## src/rtl/regfile_bypass.sv

```systemverilog
// Decode-stage register file: two registered read ports with write bypass,
// byte-enabled write port, optional hardwired zero entry and a bulk-clear
// sequencer that walks every entry once.
//
// state | meaning
// IDLE  | normal operation, writes accepted, reads bypassed
// CLEAR | zeroing entry[ptr] each edge, writes dropped, reads return 0
module regfile_bypass #(
  parameter int WIDTH    = 32,
  parameter int ADDR_W   = 5,
  parameter int ZERO_REG = 1
) (
  input  logic                 clk,
  input  logic                 reset,
  input  logic [ADDR_W-1:0]    ReadRegister1,
  input  logic [ADDR_W-1:0]    ReadRegister2,
  output logic [WIDTH-1:0]     ReadData1,
  output logic [WIDTH-1:0]     ReadData2,
  input  logic                 Write,
  input  logic [ADDR_W-1:0]    WriteRegister,
  input  logic [WIDTH-1:0]     WriteData,
  input  logic [WIDTH/8-1:0]   ByteEnable,
  input  logic                 Clear,
  output logic                 Busy
);

  localparam int DEPTH = 1 << ADDR_W;
  localparam int NB    = WIDTH / 8;

  typedef enum logic {IDLE, CLEAR} state_t;

  state_t            state, state_nxt;
  logic [ADDR_W-1:0] ptr;
  logic [WIDTH-1:0]  mem [DEPTH];
  logic              wr_acc;
  logic [WIDTH-1:0]  wr_merged;
  logic [WIDTH-1:0]  rd1_nxt, rd2_nxt;

  assign Busy = (state == CLEAR);

  // State register and clear pointer; pointer wraps to 0 on the last entry.
  always_ff @(posedge clk or posedge reset) begin
    if (reset) begin
      state <= IDLE;
      ptr   <= '0;
    end else begin
      state <= state_nxt;
      if (state == CLEAR) ptr <= ptr + 1'b1;
    end
  end

  // Next-state: leave CLEAR on the edge that zeroes the final entry.
  always_comb begin
    state_nxt = state;
    case (state)
      IDLE:    if (Clear) state_nxt = CLEAR;
      CLEAR:   if (ptr == {ADDR_W{1'b1}}) state_nxt = IDLE;
      default: state_nxt = IDLE;
    endcase
  end

  // Write acceptance, byte merge and bypassed read selection.
  always_comb begin
    wr_acc    = (state == IDLE) && Write &&
                !((ZERO_REG != 0) && (WriteRegister == '0));
    wr_merged = mem[WriteRegister];
    for (int b = 0; b < NB; b++) begin
      if (ByteEnable[b]) wr_merged[8*b +: 8] = WriteData[8*b +: 8];
    end

    rd1_nxt = mem[ReadRegister1];
    if (wr_acc && (ReadRegister1 == WriteRegister)) rd1_nxt = wr_merged;
    if ((ZERO_REG != 0) && (ReadRegister1 == '0)) rd1_nxt = '0;
    if (state == CLEAR) rd1_nxt = '0;

    rd2_nxt = mem[ReadRegister2];
    if (wr_acc && (ReadRegister2 == WriteRegister)) rd2_nxt = wr_merged;
    if ((ZERO_REG != 0) && (ReadRegister2 == '0)) rd2_nxt = '0;
    if (state == CLEAR) rd2_nxt = '0;
  end

  // Register array: clear engine has priority, writes only land in IDLE.
  always_ff @(posedge clk or posedge reset) begin
    if (reset) begin
      for (int i = 0; i < DEPTH; i++) mem[i] <= '0;
    end else if (state == CLEAR) begin
      mem[ptr] <= '0;
    end else if (wr_acc) begin
      mem[WriteRegister] <= wr_merged;
    end
  end

  // Registered read ports.
  always_ff @(posedge clk or posedge reset) begin
    if (reset) begin
      ReadData1 <= '0;
      ReadData2 <= '0;
    end else begin
      ReadData1 <= rd1_nxt;
      ReadData2 <= rd2_nxt;
    end
  end

endmodule

```

## config.mk

```make
export PLATFORM = sky130hd
export DESIGN_NAME = regfile_bypass
export DESIGN_NICKNAME = d
export VERILOG_FILES = /design/src/rtl/regfile_bypass.sv
export SDC_FILE = /design/constraint.sdc
export NUM_CORES = 2
export LEC_CHECK = 0
export ABC_AREA = 0
export CORE_UTILIZATION = 35
export CTS_CLUSTER_SIZE = 25
export DETAILED_ROUTE_END_ITERATION = 8
export DONT_BUFFER_PORTS = 1
export RECOVER_POWER = 50
export SETUP_SLACK_MARGIN = 0.3
export SKIP_LAST_GASP = 1
export SYNTH_ARGS = -nofsm -noshare
export SYNTH_HDL_FRONTEND = slang
export SYNTH_SLANG_ARGS = --single-unit
```

## constraint.sdc

```tcl
create_clock -name clk -period 44.7 [get_ports clk]
set_clock_uncertainty 0.15 [all_clocks]
set_input_delay 6.705 -clock clk [delete_from_list [all_inputs] [get_ports clk]]
set_output_delay 6.705 -clock clk [all_outputs]
set_load 0.05 [all_outputs]
```

# ---- Word-level counts from Yosys, hierarchy flattened
# Cells that the tools add are included.
dict set report totals {
  ff_bits 1094
}
dict set report classes {
  n_addsub 1
  n_reduce_logical 11
  magnitude_cmp 6
  n_bitwise 7
  n_eq_ne 3
  mux 29
}
# op count
set op_table {}
lappend op_table {{2-to-1 mux 1024 bit} 2}
lappend op_table {{bitwise AND 1024 bit} 1}
lappend op_table {{bitwise mux 1024 bit} 1}
lappend op_table {{inverter 1024 bit} 1}
lappend op_table {{binary-select mux 32 bit (select 5 bit)} 3}
lappend op_table {{2-to-1 mux 32 bit} 14}
lappend op_table {{demux 32 bit (select 5 bit)} 2}
lappend op_table {{2-to-1 mux 8 bit} 4}
lappend op_table {{greater-or-equal comparator 6 bit, second input constant} 4}
lappend op_table {{inverter 5 -> 6 bit} 4}
lappend op_table {{zero test 5 bit} 3}
lappend op_table {{< comparator 6 x 1 -> 1 bit, second input constant} 2}
lappend op_table {{equality test 5 bit} 2}
lappend op_table {{logical AND 1 bit} 6}
lappend op_table {{adder 5 x 1 -> 5 bit, second input constant} 1}
lappend op_table {{equality test 5 bit, second input constant} 1}
lappend op_table {{2-to-1 mux 1 bit} 2}
lappend op_table {{case mux 1 bit (2 select lines)} 1}
lappend op_table {{nonzero test 2 bit} 1}
lappend op_table {{zero test 1 bit} 1}
lappend op_table {{inverter 1 bit} 1}

# ---- Longest topological paths before layout
dict set report logic_depth {
  word_depth 8
  mapped_depth 13
}

# ---- Least setup slack after synthesis
# OpenSTA, ideal clock, no wires.
dict set report synth_timing {
  kind {input -> register}
  start {input port ReadRegister2[0]}
  end {register ReadData2[10]}
  setup_ns 0.127
  slack_ns 35.532
  stages 7
  arrival_time_ns 8.891
  required_ns 44.423
  path_cell_list {buf_2 buf_2 buf_1 mux4_2 mux4_2 a222oi_1 inv_1}
}
dict set report synth_between {
  elab_chain_len 7
  elab_cells_between_ends 10
  cone_classes {eq/ne (1); mux (6); bitwise (1); reduce/logical (2)}
}
# element line
set synth_lines {}
lappend synth_lines {{from (decl)} 16} ;# input logic [ADDR_W-1:0] ReadRegister2,
lappend synth_lines {{inverter 5 -> 6 bit (not written as such)} 76} ;# rd2_nxt = mem[ReadRegister2];
lappend synth_lines {{binary-select mux 32 bit (select 5 bit)} 76}
lappend synth_lines {{2-to-1 mux 32 bit (not written as such) (2 in a row)} 76}
lappend synth_lines {{2-to-1 mux 32 bit} 77} ;# if (wr_acc && (ReadRegister2 == WriteRegister)) rd2_nxt = wr_merged;
lappend synth_lines {{2-to-1 mux 32 bit *} 78} ;# if ((ZERO_REG != 0) && (ReadRegister2 == '0)) rd2_nxt = '0;
lappend synth_lines {{2-to-1 mux 32 bit *} 79} ;# if (state == CLEAR) rd2_nxt = '0;
lappend synth_lines {{via rd2_nxt[10]} 37} ;# logic [WIDTH-1:0] rd1_nxt, rd2_nxt;
lappend synth_lines {{to (signal assigned)} 100} ;# ReadData2 <= rd2_nxt;
lappend synth_lines {{to (decl)} 18} ;# output logic [WIDTH-1:0] ReadData2,
# Mark *: on every way through the listed nets, which the timed path passes. The rest lies on a longest branch. The select of a mux whose other input is x is not followed.
# A chain may end at the register's enable or synchronous reset.

==> results.sh <==
export IMPL_outcome="complete, but fails checks"
export IMPL_violations="design-rule violations, max-capacitance violations, max-slew violations"
export IMPL_maxCapViolCount=20
export IMPL_clkTransAtPathRegs_ns=0.06
export IMPL_num_rows=157
export IMPL_totalPowerFinal_mw=2.62
export IMPL_setup_violations=0
export IMPL_post_cts_setup_buffers=0
export IMPL_netlist_area_um2=64400
export IMPL_syn_inst=4918
export IMPL_rsz0062_at_grt="no"
export IMPL_drt_initial_drc_count=8562
export IMPL_area_delta_synth_final_pct=9.64
export IMPL_vias_per_cell=7.30
export IMPL_multi_input_area_um2=34600
export IMPL_final_common_cell="dfrtp_1"
export IMPL_cts_max_path_buffers=3
export IMPL_critPathArrivalTime_ns=18.83
export IMPL_final_cell_mix="1,094 x dfrtp_1, 864 x a22o_1, 677 x mux4_2"
export IMPL_antenna_found_initial=19
export IMPL_route_detailed_drc=17
export IMPL_ff_latch_area_um2=27400
export IMPL_setup_tns_ns=0
export IMPL_path_buf_inv=4
export IMPL_die_h_um=431
export IMPL_route_vias_total=52300
export IMPL_relSlewSlack=-4.27
export IMPL_async_flop_share=1.00
export IMPL_synth_ff_type="dfrtp_1"
export IMPL_finalCriticalPeriod_ns=18.24
export IMPL_grt_pass1_wl_mm=411
export IMPL_first_pass_iters=9
export IMPL_h_tree_depth=3
export IMPL_cts_buffers=115
export IMPL_cp_top_family="buffers and inverters"
export IMPL_drt_wl_total_mm=297
export IMPL_routedWlPerCell_um=41.4
export IMPL_final_max_slew_viol_count=1335
export IMPL_worst_pin_slew_ns=7.91
export IMPL_clk_latency_ns=0.81
export IMPL_cts_resized=0
export IMPL_syn_nets=4978
export IMPL_ant_nets=0
export IMPL_synth_cell_types=75
export IMPL_cp_common_cell="clkbuf_1"
export IMPL_crit_chain="clkinvlp_2, clkbuf_1, clkbuf_1, buf_4"
export IMPL_ios=120
export IMPL_max_freq_mhz=54.8
export IMPL_portBuffers=0
export IMPL_place_ws_ns=33.84
export IMPL_finalWorstSetupSlack_ns=26.46
export IMPL_hold_class="register to register"
export IMPL_synth_top_area_share=0.425
export IMPL_cp_end_kind="async pin"
export IMPL_floorplan_initialDensity=0.352
export IMPL_syn_avg_cell_area_um2=13.1
export IMPL_synth_area_leaders="dfrtp_1 42%, mux4_2 24%, a22o_1 12%"
export IMPL_dp_hpwl_mm=155
export IMPL_cp_required_ns=45.30
export IMPL_vdd_drop_max_v=0.0000335
export IMPL_max_stage_delay_ns=5.64
export IMPL_ys_warn_count=0
export IMPL_cts_hold_buf=0
export IMPL_cp_start_kind="input port"
export IMPL_drive_gt1_frac=0.244
export IMPL_dieArea_um2=186000
export IMPL_slowest_stage="clkbuf_1"
export IMPL_crit_fanout=144
export IMPL_grt_max_degree=394
export IMPL_overflow=0
export IMPL_p_per_area_nw_per_um2=37.0
export IMPL_track_usage=0.313
export IMPL_die_w_um=431
export IMPL_synth_seq_cells=1094
export IMPL_cts_tree="built"
export IMPL_nFillCells=17200
export IMPL_cts_root_buffer="clkbuf_16"
export IMPL_core_um2=183000
export IMPL_nets=4651
export IMPL_period_share=0.408
export IMPL_synth_top_area_cell="dfrtp_1"
export IMPL_criticalPathCategory="input port to async pin"
export IMPL_gp_congestion=0.936
export IMPL_yosysSeqAreaShare=0.425
export IMPL_grt_pass1_vias=50900
export IMPL_p_leak_nw=29.3
export IMPL_hold_viol=0
export IMPL_synth_edff_count=0
export IMPL_clkSinkCount=1094
==> layout make-up <==
type                    count  area share
repair buffers            153      0.0153
diodes                     11    0.000390
flip-flops and latches   1094       0.387
multi-input cells        3160       0.490
clock inverters            65      0.0127
inverters                  67     0.00358
clock buffers             150      0.0465
well taps                2464      0.0436
==> tightest hold or removal path: cells and delay by family, from the launching register on <==
kind / cells / cell delay (ns)
AND/OR/NAND/NOR: 1 / 0.06
AO/OA/AOI/OAI: 1 / 0.06
flip-flops: 1 / 0.37
==> registers in the layout, summed over array words and instances (netlist names) <==
| name | cells |
|---|---|
| ReadData2 | 32 |
| Busy | 1 |
| mem | 1024 |
| ReadData1 | 32 |
| ptr | 5 |
==> synth_stat cells (all sizes together), types with 14 or more instances <==
library cell  number
a211oi            35
a21oi            185
a222oi            32
a22o             864
a22oi             60
a31oi             20
a32o              16
a32oi             33
and2              41
buf              301
clkbuf           296
dfrtp           1094
inv               65
mux2i            353
mux4             678
nand2            259
nand3             39
nor2             122
nor2b             48
nor3              14
nor4              37
o21ai             85
o21bai            22
o22ai             83
==> path summary, 6_finish.rpt <==
kind	from	end	slack, ns	depth (start not counted)
hold reg to reg	mem[31]	mem[31]	0.37	2
setup reg to reg	Busy	mem[997]	37.34	6
setup / recovery	reset	mem[235]	26.46	4
min in group asynchronous	reset	ReadData1[15]	6.80	1
hold / removal	mem[31]	mem[31]	0.37	2
max in group clk	WriteRegister[0]	mem[159]	33.06	8
==> report_power, final <==
| part | internal (mW) | total [mW] | switching [mW] |
|---|---|---|---|
| clock | 0.628 | 1.09 | 0.457 |
| sequential | 1.03 | 1.09 | 0.0577 |
| combinational | 0.145 | 0.441 | 0.297 |
| total | 1.81 | 2.62 | 0.812 |
==> metrics by stage <==
step                utilization  instances  instance area (um^2)  hold WS (ns)
global placement          0.364       6938                 66600         0.351
finish                    0.386       7164                 70700         0.373
CTS                       0.386       7153                 70800         0.376
floorplan                     -       4918                 64400         0.324
detailed placement        0.364       6938                 66600         0.362
global route              0.386       7159                 70600         0.399
==> routing by layer <==
metal  global-route usage  vias up  share of wire
li1                     -    19100              -
met1                0.373    27000           0.33
met2                0.446     4694           0.42
met3                0.119     1453           0.15
met4                0.263       20           0.10
met5              0.00572        -        0.00082
==> logic make-up (layout without fill, tap and decap cells) <==
kind of cell | count (synthesis) | after routing | synth area share
DFF | 1094 | 1094 | 0.425
muxes | 1038 | 1038 | 0.293
xor gates and xnor gates | 13 | 13 | 0.00177
and+or+nand+nor | 608 | 608 | 0.0446
buffers and inverters | 664 | 435 | 0.0484
AOI/OAI and AO/OA | 1496 | 1496 | 0.186
adders and majority gates | 5 | 5 | 0.000971
other | 0 | 11 | 0
No activity file was read; power rests on OpenSTA's default activity.
